$ cat config.mk
export PLATFORM = sky130hd
export DESIGN_NAME = branch_resolve_unit
export DESIGN_NICKNAME = d
export VERILOG_FILES = /design/src/rtl/branch_resolve_unit.sv
export SDC_FILE = /design/constraint.sdc
export NUM_CORES = 1
export LEC_CHECK = 0
export BUFFER_PORTS_ARGS = -buffer_cell sky130_fd_sc_hd__buf_2
export CAP_MARGIN = 20
export CORE_ASPECT_RATIO = 1.2
export CORE_MARGIN = 10
export CORE_UTILIZATION = 53
export DETAILED_ROUTE_END_ITERATION = 12
export PLACE_DENSITY_LB_ADDON = 0.25
export REMOVE_ABC_BUFFERS = 1
export SYNTH_ARGS = -nofsm -noshare
export SYNTH_HDL_FRONTEND = slang
export SYNTH_SLANG_ARGS = --single-unit
$ cat constraint.sdc
create_clock -name clk -period 6.13 [get_ports clk]
set_clock_uncertainty 0.1 [all_clocks]
set_input_delay 0.613 -clock clk [delete_from_list [all_inputs] [get_ports clk]]
set_output_delay 0.613 -clock clk [all_outputs]
set_load 0.03 [all_outputs]
$ cat src/rtl/branch_resolve_unit.sv
// ID-stage branch resolution: operand forwarding mux, funct3 compare, branch-hazard
// stall FSM (IDLE/WAIT), redirect/flush generation and 32-bit performance counters.
module branch_resolve_unit (
    input  logic        clk,
    input  logic        rst,
    input  logic        id_Branch,
    input  logic [2:0]  id_funct3,
    input  logic [31:0] id_pc,
    input  logic [31:0] id_imm,
    input  logic [4:0]  ifidreg_readRegister1,
    input  logic [4:0]  ifidreg_readRegister2,
    input  logic [31:0] id_readData1,
    input  logic [31:0] id_readData2,
    input  logic [1:0]  BForwardA,
    input  logic [1:0]  BForwardB,
    input  logic [31:0] exmem_aluResult,
    input  logic [31:0] memwb_writeData,
    input  logic        idexreg_RegWrite,
    input  logic        idexreg_MemRead,
    input  logic [4:0]  idexreg_writeRegister,
    input  logic        exmemreg_MemRead,
    input  logic [4:0]  exmemreg_writeRegister,
    output logic        pc_stall,
    output logic        ifid_stall,
    output logic        idex_bubble,
    output logic        branch_taken,
    output logic        ifid_flush,
    output logic [31:0] branch_target,
    output logic [31:0] branch_count,
    output logic [31:0] taken_count,
    output logic [31:0] stall_cycles
);

    localparam int DATA_W = 32;
    localparam int REG_W  = 5;

    typedef enum logic {IDLE = 1'b0, WAIT = 1'b1} stateT;

    stateT             stateQ, stateD;
    logic              cntQ, cntD;
    logic [1:0]        stallNeed;
    logic              idexHit, exmemHit;
    logic [DATA_W-1:0] opA, opB;
    logic              condMet;
    logic              stallAll, resolveNow, takenNow;

    // 2'b11 is not a legal forward select and falls back to the register file.
    function automatic logic [DATA_W-1:0] selOperand(
        input logic [1:0]        sel,
        input logic [DATA_W-1:0] rfData,
        input logic [DATA_W-1:0] exData,
        input logic [DATA_W-1:0] wbData
    );
        case (sel)
            2'b10:   return exData;
            2'b01:   return wbData;
            default: return rfData;
        endcase
    endfunction

    function automatic logic branchCond(
        input logic [2:0]        funct3,
        input logic [DATA_W-1:0] a,
        input logic [DATA_W-1:0] b
    );
        logic signed [DATA_W-1:0] sa;
        logic signed [DATA_W-1:0] sb;
        sa = signed'(a);
        sb = signed'(b);
        case (funct3)
            3'b000:  return a == b;
            3'b001:  return a != b;
            3'b100:  return sa < sb;
            3'b101:  return sa >= sb;
            3'b110:  return a < b;
            3'b111:  return a >= b;
            default: return 1'b0;
        endcase
    endfunction

    // x0 is hardwired, so a zero destination can never create a dependency.
    function automatic logic destHits(
        input logic [REG_W-1:0] rd,
        input logic [REG_W-1:0] rs1,
        input logic [REG_W-1:0] rs2
    );
        return (rd != '0) && ((rd == rs1) || (rd == rs2));
    endfunction

    assign opA           = selOperand(BForwardA, id_readData1, exmem_aluResult, memwb_writeData);
    assign opB           = selOperand(BForwardB, id_readData2, exmem_aluResult, memwb_writeData);
    assign condMet       = branchCond(id_funct3, opA, opB);
    assign branch_target = id_pc + id_imm;

    assign idexHit  = destHits(idexreg_writeRegister, ifidreg_readRegister1, ifidreg_readRegister2);
    assign exmemHit = destHits(exmemreg_writeRegister, ifidreg_readRegister1, ifidreg_readRegister2);

    // Load in ID/EX needs two cycles before MEM/WB can forward; ALU result or load in EX/MEM needs one.
    always_comb begin
        stallNeed = 2'd0;
        if (id_Branch && (stateQ == IDLE)) begin
            if (idexHit && idexreg_MemRead)
                stallNeed = 2'd2;
            else if (idexHit && idexreg_RegWrite)
                stallNeed = 2'd1;
            else if (exmemHit && exmemreg_MemRead)
                stallNeed = 2'd1;
        end
    end

    always_ff @(posedge clk) begin
        if (rst) begin
            stateQ <= IDLE;
            cntQ   <= 1'b0;
        end else begin
            stateQ <= stateD;
            cntQ   <= cntD;
        end
    end

    always_comb begin
        stateD = stateQ;
        cntD   = cntQ;
        case (stateQ)
            IDLE: begin
                if (stallNeed == 2'd2) begin
                    stateD = WAIT;
                    cntD   = 1'b1;
                end
            end
            WAIT: begin
                if (cntQ) begin
                    stateD = IDLE;
                    cntD   = 1'b0;
                end
            end
            default: begin
                stateD = IDLE;
                cntD   = 1'b0;
            end
        endcase
    end

    // Reset forces every control output low, abandoning any in-flight stall sequence.
    always_comb begin
        stallAll   = 1'b0;
        resolveNow = 1'b0;
        takenNow   = 1'b0;
        if (!rst) begin
            case (stateQ)
                IDLE: begin
                    if (stallNeed != 2'd0) begin
                        stallAll = 1'b1;
                    end else if (id_Branch) begin
                        resolveNow = 1'b1;
                        takenNow   = condMet;
                    end
                end
                WAIT:    stallAll = 1'b1;
                default: stallAll = 1'b0;
            endcase
        end
    end

    assign pc_stall     = stallAll;
    assign ifid_stall   = stallAll;
    assign idex_bubble  = stallAll;
    assign branch_taken = takenNow;
    assign ifid_flush   = takenNow;

    always_ff @(posedge clk) begin
        if (rst) begin
            branch_count <= '0;
            taken_count  <= '0;
            stall_cycles <= '0;
        end else begin
            if (resolveNow) branch_count <= branch_count + 32'd1;
            if (takenNow)   taken_count  <= taken_count + 32'd1;
            if (stallAll)   stall_cycles <= stall_cycles + 32'd1;
        end
    end

endmodule

==> impl_metrics.csv, run 1 <==
group,metric,value,unit
run_status,status,"complete, no violations",
pwr,power.total,1.92,mW
global_routing,grt_first_pass_wirelength,45600,um
synthesis,syn_avg_cell_area,7.52,um2
timing,timing.final.crit_period,5.46,ns
global_routing,grt-ovfl-total,0,
global_routing,grt_pass1_vias,8965,
cells_and_area,syn_to_final_growth,27.0,%
floorplan,core.rowCount,49,
timing,finalSetupTns,0,ns
floorplan,initial_utilization,54.5,%
clocking,clk_latency,0.34,ns
drt,drt-initial-drc-count,668,
critical_path,end_kind,"output port",
place,dp_hpwl,24500,um
timing,slew_viol_final,0,
synthesis,synth-edff-count,0,
synthesis,synth_top_area_cell,"dfxtp_1",
critical_path,crit_type,"input pin to output port",
floorplan,dieArea,21000,um2
cells_and_area,fin_cells,1643,
timing,relSlewSlack,38.5,%
floorplan,dieWidth,134,um
floorplan,core-area,15100,um2
clocking,cts_buffers,9,
synthesis,synthArstFlopShare,0,%
global_routing,grt_start_max_net_pins,61,
flow_run,maxCapViolations,0,
clocking,cts_setup_buffers,0,
pwr,ir_worst_vdd,0.196,mV
synthesis,synth_cells,1098,
cells_and_area,final_core_util,69.3,%
clocking,cts_tree,"yes",
min_path,hold_class,"register to register",
pwr,p_leak,4.73,nW
critical_path,start_kind,"input pin",
timing,timing.final.ws_setup,0.672,ns
clocking,htree_num_levels,3,
drt,routedWlPerCell,18.1,um
global_routing,antenna_found_initial,16,
place,dp.cells,1613,
timing,hold_ws,0.368,ns
timing,final-setup-viol-count,0,
synthesis,yosys_warnings,0,
synthesis,syn-cell-area,8260,um2
floorplan,die_h,157,um
critical_path,crit_arrival,4.75,ns
clocking,cts_root_buffer,"clkbuf_16",
drt,dr_total_vias,9327,
timing,rsz0062_at_grt,"no",
global_routing,grtUsageTotal,26.3,%
critical_path,path_max_fanout,23,
drt,drcViolationCount,0,
timing,report.final.hold_viol_count,0,
timing,fmax,0.183,GHz
drt,wirelength,29800,um
synthesis,synth_area_leaders,"dfxtp_1, ha_1, a21oi_1",
clocking,cts_sinks,98,
synthesis,synthDistinctLibCells,65,
place,pre_cts_slack,0.704,ns
clocking,postCtsHoldBufs,0,
place,io_buffers,357,
synthesis,synthFlopType,"dfxtp_1",
drt,vias_per_cell,5.68,
synthesis,yosysSeqAreaShare,23.8,%
cells_and_area,drive_above_1_share,27.9,%
synthesis,yosysTopAreaCellShare,23.8,%
critical_path,cp.required,5.42,ns
cells_and_area,nets,1716,
synthesis,ys_ff_latch,98,
drt,drtAntennaViolNets,0,
timing,worst_slew_pin_slew,0.923,ns
pwr,powerDensity,183,nW/um2
cells_and_area,fin_area,10500,um2
clocking,cts_buffer_depth,2,
place,placed_area,10100,um2
drt,drtPass1Iterations,5,
floorplan,io_pins,358,
timing,period_share,89.0,%
clocking,cts-resized-gates,0,
clocking,cts.clk_slew.worst_paths,0.06,ns
place,gp_congestion,0.968,
[cell usage after synthesis (8+ instances only)]
cell,instances
and3_1,20
dfxtp_1,98
nor2b_1,22
xor2_1,43
ha_1,70
inv_1,30
nand4_1,21
clkbuf_1,42
a22oi_1,66
nor2_1,124
nor3_1,20
o211ai_1,8
nand2_1,92
xnor2_1,55
nand3_1,35
o21ai_0,79
a21oi_1,111
or3_1,38
a21o_1,18
[final timing paths]
path	from	to	slack, ns	depth (start not counted)
max reg2reg	branch_count[4]$_SDFFE_PP0P_	branch_count[28]$_SDFFE_PP0P_	3.27	9
min reg2reg	cntQ$_SDFFE_PP0P_	cntQ$_SDFFE_PP0P_	0.37	2
min	cntQ$_SDFFE_PP0P_	cntQ$_SDFFE_PP0P_	0.37	2
max	BForwardA[1]	ifid_flush	0.67	15
[flip-flops by register name, summed over array words and instances, names as in the netlist]
register and cells:
cntQ 1, taken_count 32, stateQ 1, stall_cycles 32
branch_count 32
[critical path, cell delays in order]
cell and delay (ns):
buf_2 0.11, inv_1 0.05, ha_1 0.73, a22oi_1 0.20, o21ai_0 0.23, ha_1 0.28
a21o_1 0.18, a21oi_1 0.16, o221ai_1 0.18, o32ai_2 0.39, mux2i_1 0.23, nand3b_1 0.46
o21ai_0 0.59, inv_1 0.13, buf_2 0.21
[power breakdown]
group	leakage [nW]	switching (mW)	internal (mW)
Sequential	0.789	0.00391	0.640
Combinational	3.80	0.438	0.264
Clock	0.145	0.239	0.338
Total	4.73	0.680	1.24
[final cells by class]
cell class	instances	area, um2
Tap cell	204	255
Fill cell	1317	4650
Clock buffer	12	256
Timing Repair Buffer	364	1850
Multi-Input combinational cell	917	5960
Clock inverter	4	50.0
Antenna cell	14	35.0
Inverter	30	113
Sequential cell	98	1960
[cell usage in the layout (no fill, tap or decap), types with 35 or more instances in the layout]
| cell | synthesis | routed |
|---|---|---|
| buf_2 | 3 | 356 |
| nor2_1 | 124 | 124 |
| a21oi_1 | 111 | 111 |
| dfxtp_1 | 98 | 98 |
| nand2_1 | 92 | 92 |
| o21ai_0 | 79 | 79 |
| ha_1 | 70 | 69 |
| a22oi_1 | 66 | 66 |
| xnor2_1 | 55 | 55 |
| xor2_1 | 43 | 43 |
| or3_1 | 38 | 38 |
| nand3_1 | 35 | 35 |
[layer usage]
metal	track usage, %	wire [um]	share of wire (%)	up-vias
met5	0	27	0.091	-
met2	47.3	14900	50	350
li1	-	-	-	4669
met3	9.35	2870	9.6	43
met1	28.0	11300	38	4261
met4	8.72	624	2.1	4
[logic make-up (layout without fill, tap and decap cells)]
logic type | count (synthesis) | count (layout) | share of synthesized area (%)
other | 0 | 14 | 0
buffers and inverters | 83 | 410 | 4.05
xor gates and xnor gates | 98 | 98 | 10.4
and+or+nand+nor | 408 | 408 | 24.3
DFF | 98 | 98 | 23.8
adders and majority gates | 71 | 71 | 10.8
AOI/OAI and AO/OA | 332 | 332 | 25.6
muxes | 8 | 8 | 1.05
Note: power is estimated with default switching activity, not from simulation.
==> run 2, diff against run 1 <==
--- a/config.mk
+++ b/config.mk
@@ -7,7 +7,7 @@
 export LEC_CHECK = 0
 export BUFFER_PORTS_ARGS = -buffer_cell sky130_fd_sc_hd__buf_2
 export CAP_MARGIN = 20
-export CORE_ASPECT_RATIO = 1.2
+export CORE_ASPECT_RATIO = 0.7
 export CORE_MARGIN = 10
 export CORE_UTILIZATION = 53
 export DETAILED_ROUTE_END_ITERATION = 12
==> impl_metrics.csv, run 2 (synthesis results as in run 1) <==
group,metric,value,unit
cells_and_area,final_common_cell,"buf_2",
global_routing,antenna_found_initial,14,
floorplan,io_pins,358,
cells_and_area,syn_to_final_growth,27.3,%
clocking,htree_num_levels,3,
pwr,p_leak,4.76,nW
place,dp_hpwl,23500,um
floorplan,die_h,124,um
floorplan,dieArea,21100,um2
cells_and_area,ff_latch_area,1960,um2
global_routing,grt_start_max_net_pins,65,
drt,wirelength,29100,um
drt,wl_met2,14200,um
global_routing,grt_first_pass_wirelength,45400,um
timing,report.final.hold_viol_count,0,
drt,vias_per_cell,5.79,
pwr,ir_worst_vdd,0.149,mV
timing,rsz0062_at_grt,"no",
drt,drt-initial-drc-count,642,
global_routing,grt-ovfl-total,0,
cells_and_area,nets,1718,
floorplan,core.rowCount,38,
floorplan,dieWidth,169,um
critical_path,path_max_fanout,41,
pwr,powerDensity,189,nW/um2
critical_path,crit_arrival,4.36,ns
run_status,status,"complete, no violations",
cells_and_area,drive_above_1_share,28.0,%
clocking,cts_root_buffer,"clkbuf_16",
critical_path,crit_type,"input pin to output port",
clocking,postCtsHoldBufs,0,
floorplan,core-area,15400,um2
flow_run,maxCapViolations,0,
clocking,cts_buffer_depth,2,
place,dp.cells,1611,
clocking,cts_setup_buffers,0,
critical_path,cp.required,5.42,ns
cells_and_area,largestRegisters,"branch_count: 32 flops, stall_cycles: 32 flops, taken_count: 32 flops",
global_routing,grtUsageTotal,25.4,%
timing,slew_viol_final,0,
timing,relSlewSlack,55.1,%
clocking,cts_buffers,9,
min_path,hold_class,"register to register",
global_routing,grt_pass1_vias,8938,
timing,fmax,0.197,GHz
timing,period_share,82.8,%
clocking,cts-resized-gates,0,
drt,drt-met1-wl,11700,um
cells_and_area,num-fill-cells,1353,
drt,drtPass1Iterations,5,
timing,finalSetupTns,0,ns
place,gp_congestion,0.921,
clocking,cts_tree,"yes",
drt,drcViolationCount,0,
timing,worst_slew_pin_slew,0.674,ns
drt,highest_layer,"met5",
drt,routedWlPerCell,17.8,um
drt,drtAntennaViolNets,0,
cells_and_area,layout_common_cells,"buf_2, nor2_1, a21oi_1",
timing,timing.final.crit_period,5.07,ns
clocking,clk_latency,0.35,ns
floorplan,initial_utilization,53.6,%
place,io_buffers,357,
cells_and_area,fin_cells,1637,
clocking,cts.clk_slew.worst_paths,0.06,ns
timing,final-setup-viol-count,0,
critical_path,start_kind,"input pin",
drt,routed-wl-met3,2630,um
cells_and_area,multi_input_area,5960,um2
clocking,cts_sinks,98,
drt,dr_total_vias,9478,
critical_path,end_kind,"output port",
[run 2: cell types whose count changed in the layout (fill, tap and decap cells not counted), sizes merged]
cell      delta
inv          +1
clkbuf       -3
clkinv       +2
clkinvlp     -2
diode        -4
bufinv       +2
buf          +2
[run 2: report_power, final]
part	switching [mW]	internal [mW]	total [mW]	leakage [nW]
logic	0.433	0.266	0.699	3.80
registers	0.00372	0.640	0.644	0.789
clock network	0.244	0.399	0.643	0.171
total	0.681	1.30	1.99	4.76
[run 2: worst max-delay path: stages]
cell,delay [ns]
buf_2,0.10
inv_1,0.04
ha_2,0.75
buf_4,0.37
a21oi_1,0.11
ha_1,0.34
nand4_1,0.16
nor4_4,0.40
o32ai_2,0.20
mux2i_1,0.18
nand3b_1,0.08
buf_4,0.19
o21ai_0,0.49
inv_1,0.10
buf_2,0.20
[run 2: layout make-up]
cell class / instances / area share (%)
clock buffer: 9 / 2.14
antenna: 10 / 0.238
sequential: 98 / 18.7
inverter: 30 / 1.07
timing repair buffer: 366 / 17.7
clock inverter: 7 / 1.11
tap: 200 / 2.38
multi-input combinational: 917 / 56.7
[run 2: path summary, 6_finish.rpt]
check	from	end	slack [ns]	cells past startpoint
worst min register to register	taken_count[31]$_SDFFE_PP0P_	taken_count[31]$_SDFFE_PP0P_	0.37	2
worst min-delay path	taken_count[31]$_SDFFE_PP0P_	taken_count[31]$_SDFFE_PP0P_	0.37	2
worst max-delay path	BForwardB[0]	ifid_flush	1.06	15
worst max register to register	branch_count[4]$_SDFFE_PP0P_	branch_count[28]$_SDFFE_PP0P_	3.13	9
[run 2: metal layers]
| metal | track usage [%] | up-vias |
|---|---|---|
| met5 | 0 | - |
| met4 | 7.29 | 8 |
| met3 | 8.54 | 50 |
| met2 | 43.4 | 375 |
| met1 | 29.5 | 4388 |
| li1 | - | 4657 |
[run 2: stage by stage]
stage	setup WS (ns)	area (um2)	util (%)	power [mW]	hold slack, ns
after floorplan	0.689	8040	-	1.11	0.338
after global placement	1.18	10100	65.9	1.34	0.354
after detailed placement	1.09	10100	65.9	1.35	0.366
after CTS	1.08	10500	68.1	1.99	0.377
after global routing	0.746	10500	68.2	2.09	0.408
final	1.06	10500	68.2	1.99	0.374
==> run 3, diff against run 2 <==
--- a/config.mk
+++ b/config.mk
@@ -9,7 +9,7 @@
 export CAP_MARGIN = 20
 export CORE_ASPECT_RATIO = 0.7
 export CORE_MARGIN = 10
-export CORE_UTILIZATION = 53
+export CORE_UTILIZATION = 49
 export DETAILED_ROUTE_END_ITERATION = 12
 export PLACE_DENSITY_LB_ADDON = 0.25
 export REMOVE_ABC_BUFFERS = 1
==> constraint.sdc (replaced) <==
create_clock -name clk -period 4.8 [get_ports clk]
set_clock_uncertainty 0.1 [all_clocks]
set_input_delay 0.48 -clock clk [delete_from_list [all_inputs] [get_ports clk]]
set_output_delay 0.48 -clock clk [all_outputs]
set_load 0.03 [all_outputs]
==> impl_metrics.csv, run 3 (synthesis results as in run 1) <==
group,metric,value,unit
timing,worst_slew_pin_slew,0.612,ns
floorplan,dieArea,22500,um2
critical_path,crit_arrival,3.88,ns
cells_and_area,ff_latch_area,1960,um2
pwr,power.switching,0.890,mW
place,dp.cells,1637,
clocking,cts_buffer_depth,2,
drt,drt-met1-wl,11900,um
timing,report.final.hold_viol_count,0,
place,dp_hpwl,23500,um
floorplan,core.rowCount,39,
clocking,clk_latency,0.35,ns
global_routing,grt_first_pass_wirelength,44700,um
drt,routedWlPerCell,17.3,um
global_routing,grt_start_max_net_pins,65,
drt,vias_per_cell,5.67,
floorplan,io_pins,358,
cells_and_area,fin_cells,1661,
drt,wirelength,28800,um
timing,timing.final.crit_period,4.46,ns
clocking,cts_setup_buffers,0,
cells_and_area,syn_to_final_growth,27.7,%
timing,fmax,0.224,GHz
min_path,hold_class,"register to register",
place,gp_congestion,0.911,
floorplan,die_h,129,um
drt,routed-wl-met3,2630,um
drt,drtAntennaViolNets,0,
clocking,cts_buffers,9,
pwr,pwr-share-seq,33.8,%
timing,final-setup-viol-count,0,
pwr,ir_worst_vdd,0.174,mV
critical_path,path_max_fanout,20,
timing,relSlewSlack,59.2,%
critical_path,path_delay_family,"buffers and inverters",
global_routing,grtUsageTotal,23.7,%
global_routing,grt-ovfl-total,0,
drt,dr_total_vias,9416,
global_routing,antenna_found_initial,9,
clocking,postCtsHoldBufs,0,
critical_path,max_stage_delay,0.47,ns
clocking,cts-resized-gates,0,
critical_path,worst_path_max_delay_cell,"ha_2",
pwr,p_comb_share,37.0,%
min_path,min_path_cells,2,
timing,period_share,92.9,%
critical_path,cp.required,4.22,ns
timing,slew_viol_final,0,
pwr,p_clk_share,29.2,%
place,io_buffers,357,
cells_and_area,final_core_util,64.1,%
critical_path,end_kind,"output port",
pwr,power.internal,1.54,mW
timing,rsz0062_at_grt,"no",
clocking,cts_tree,"yes",
pwr,powerDensity,230,nW/um2
cells_and_area,final_common_cell,"buf_2",
timing,hold_ws,0.385,ns
pwr,switching_share,36.6,%
pwr,p_leak,4.75,nW
flow_run,maxCapViolations,0,
clocking,cts_root_buffer,"clkbuf_16",
drt,highest_layer,"met5",
drt,drtPass1Iterations,6,
run_status,status,"complete, no violations",
cells_and_area,multi_input_area,5980,um2
cells_and_area,drive_above_1_share,28.2,%
clocking,cts.clk_slew.worst_paths,0.07,ns
critical_path,critical_path.cell_chain,"buf_2 -> inv_1 -> ha_2 -> buf_4 -> a22oi_1 -> o21ai_0 -> ha_1 -> nand4_1 -> nor4_4 -> o32ai_2 -> and4_1 -> nor3b_2 -> buf_4 -> o21ai_0 -> inv_1 -> buf_2",
drt,drcViolationCount,0,
cells_and_area,nets,1719,
floorplan,core-area,16400,um2
cells_and_area,largestRegisters,"branch_count: 32 flops, stall_cycles: 32 flops, taken_count: 32 flops",
critical_path,cp_num_buf_inv,6,
cells_and_area,num-fill-cells,1505,
floorplan,dieWidth,175,um
critical_path,reg2regPathDepth,9,
drt,drt-initial-drc-count,629,
cells_and_area,layout_common_cells,"buf_2, nor2_1, a21oi_1",
drt,wl_met2,13600,um
floorplan,initial_utilization,50.2,%
critical_path,start_kind,"input pin",
critical_path,crit_type,"input pin to output port",
global_routing,grt_pass1_vias,8780,
clocking,htree_num_levels,3,
clocking,cts_sinks,98,
critical_path,cp.depth,16,
==> run 3: cell count changes in the layout (fill, tap and decap cells not counted), sizes merged <==
cell	change
clkbuf	+1
inv	+2
bufinv	-3
diode	-2
buf	+1
==> run 3: metrics by stage <==
step | total power, mW | cell area, um2 | setup slack (ns) | TNS (ns)
2_1_floorplan | 1.42 | 8040 | -0.375 | -0.832
3_3_place_gp | 1.72 | 10200 | 0.156 | 0
3_5_place_dp | 1.73 | 10200 | 0.0986 | 0
4_1_cts | 2.44 | 10500 | 0.0905 | 0
5_1_grt | 2.57 | 10500 | 0.0261 | 0
6_report | 2.43 | 10500 | 0.341 | 0
==> run 3: tightest hold or removal path, delay by kind of cell, from the launching register on <==
family | cells | cell delay [ns]
AO/OA/AOI/OAI | 1 | 0.06
flip-flops | 1 | 0.32
AND/OR/NAND/NOR | 1 | 0.06
==> run 3: area by class of cell <==
cell class                 instances  share of cell area, %
inverter                          30                   1.07
clock buffer                      10                   2.27
clock inverter                     6                  0.546
tap                              225                   2.67
timing repair buffer             367                   17.9
sequential                        98                   18.6
antenna                            8                  0.190
multi-input combinational        917                   56.7
==> run 3: path summary, 6_finish.rpt <==
check / endpoint / slack, ns / start
worst min-delay path: cntQ$_SDFFE_PP0P_ / 0.39 / cntQ$_SDFFE_PP0P_
worst max-delay path: ifid_flush / 0.34 / BForwardA[0]
worst min register to register: cntQ$_SDFFE_PP0P_ / 0.39 / cntQ$_SDFFE_PP0P_
worst max register to register: branch_count[28]$_SDFFE_PP0P_ / 1.85 / branch_count[4]$_SDFFE_PP0P_
==> run 3: power groups by stage <==
stage / Sequential (mW) / Combinational [mW] / Clock [mW]
4_1_cts: 0.821 / 0.893 / 0.724
5_1_grt: 0.822 / 0.988 / 0.759
6_report: 0.821 / 0.899 / 0.709
2_1_floorplan: 0.848 / 0.568 / 0
3_5_place_dp: 0.840 / 0.888 / 0
3_3_place_gp: 0.840 / 0.878 / 0
==> run 3: per-layer routing <==
layer | up-vias | track usage [%]
li1 | 4663 | -
met1 | 4330 | 28.5
met2 | 374 | 39.8
met3 | 45 | 7.48
met4 | 4 | 7.31
met5 | - | 0
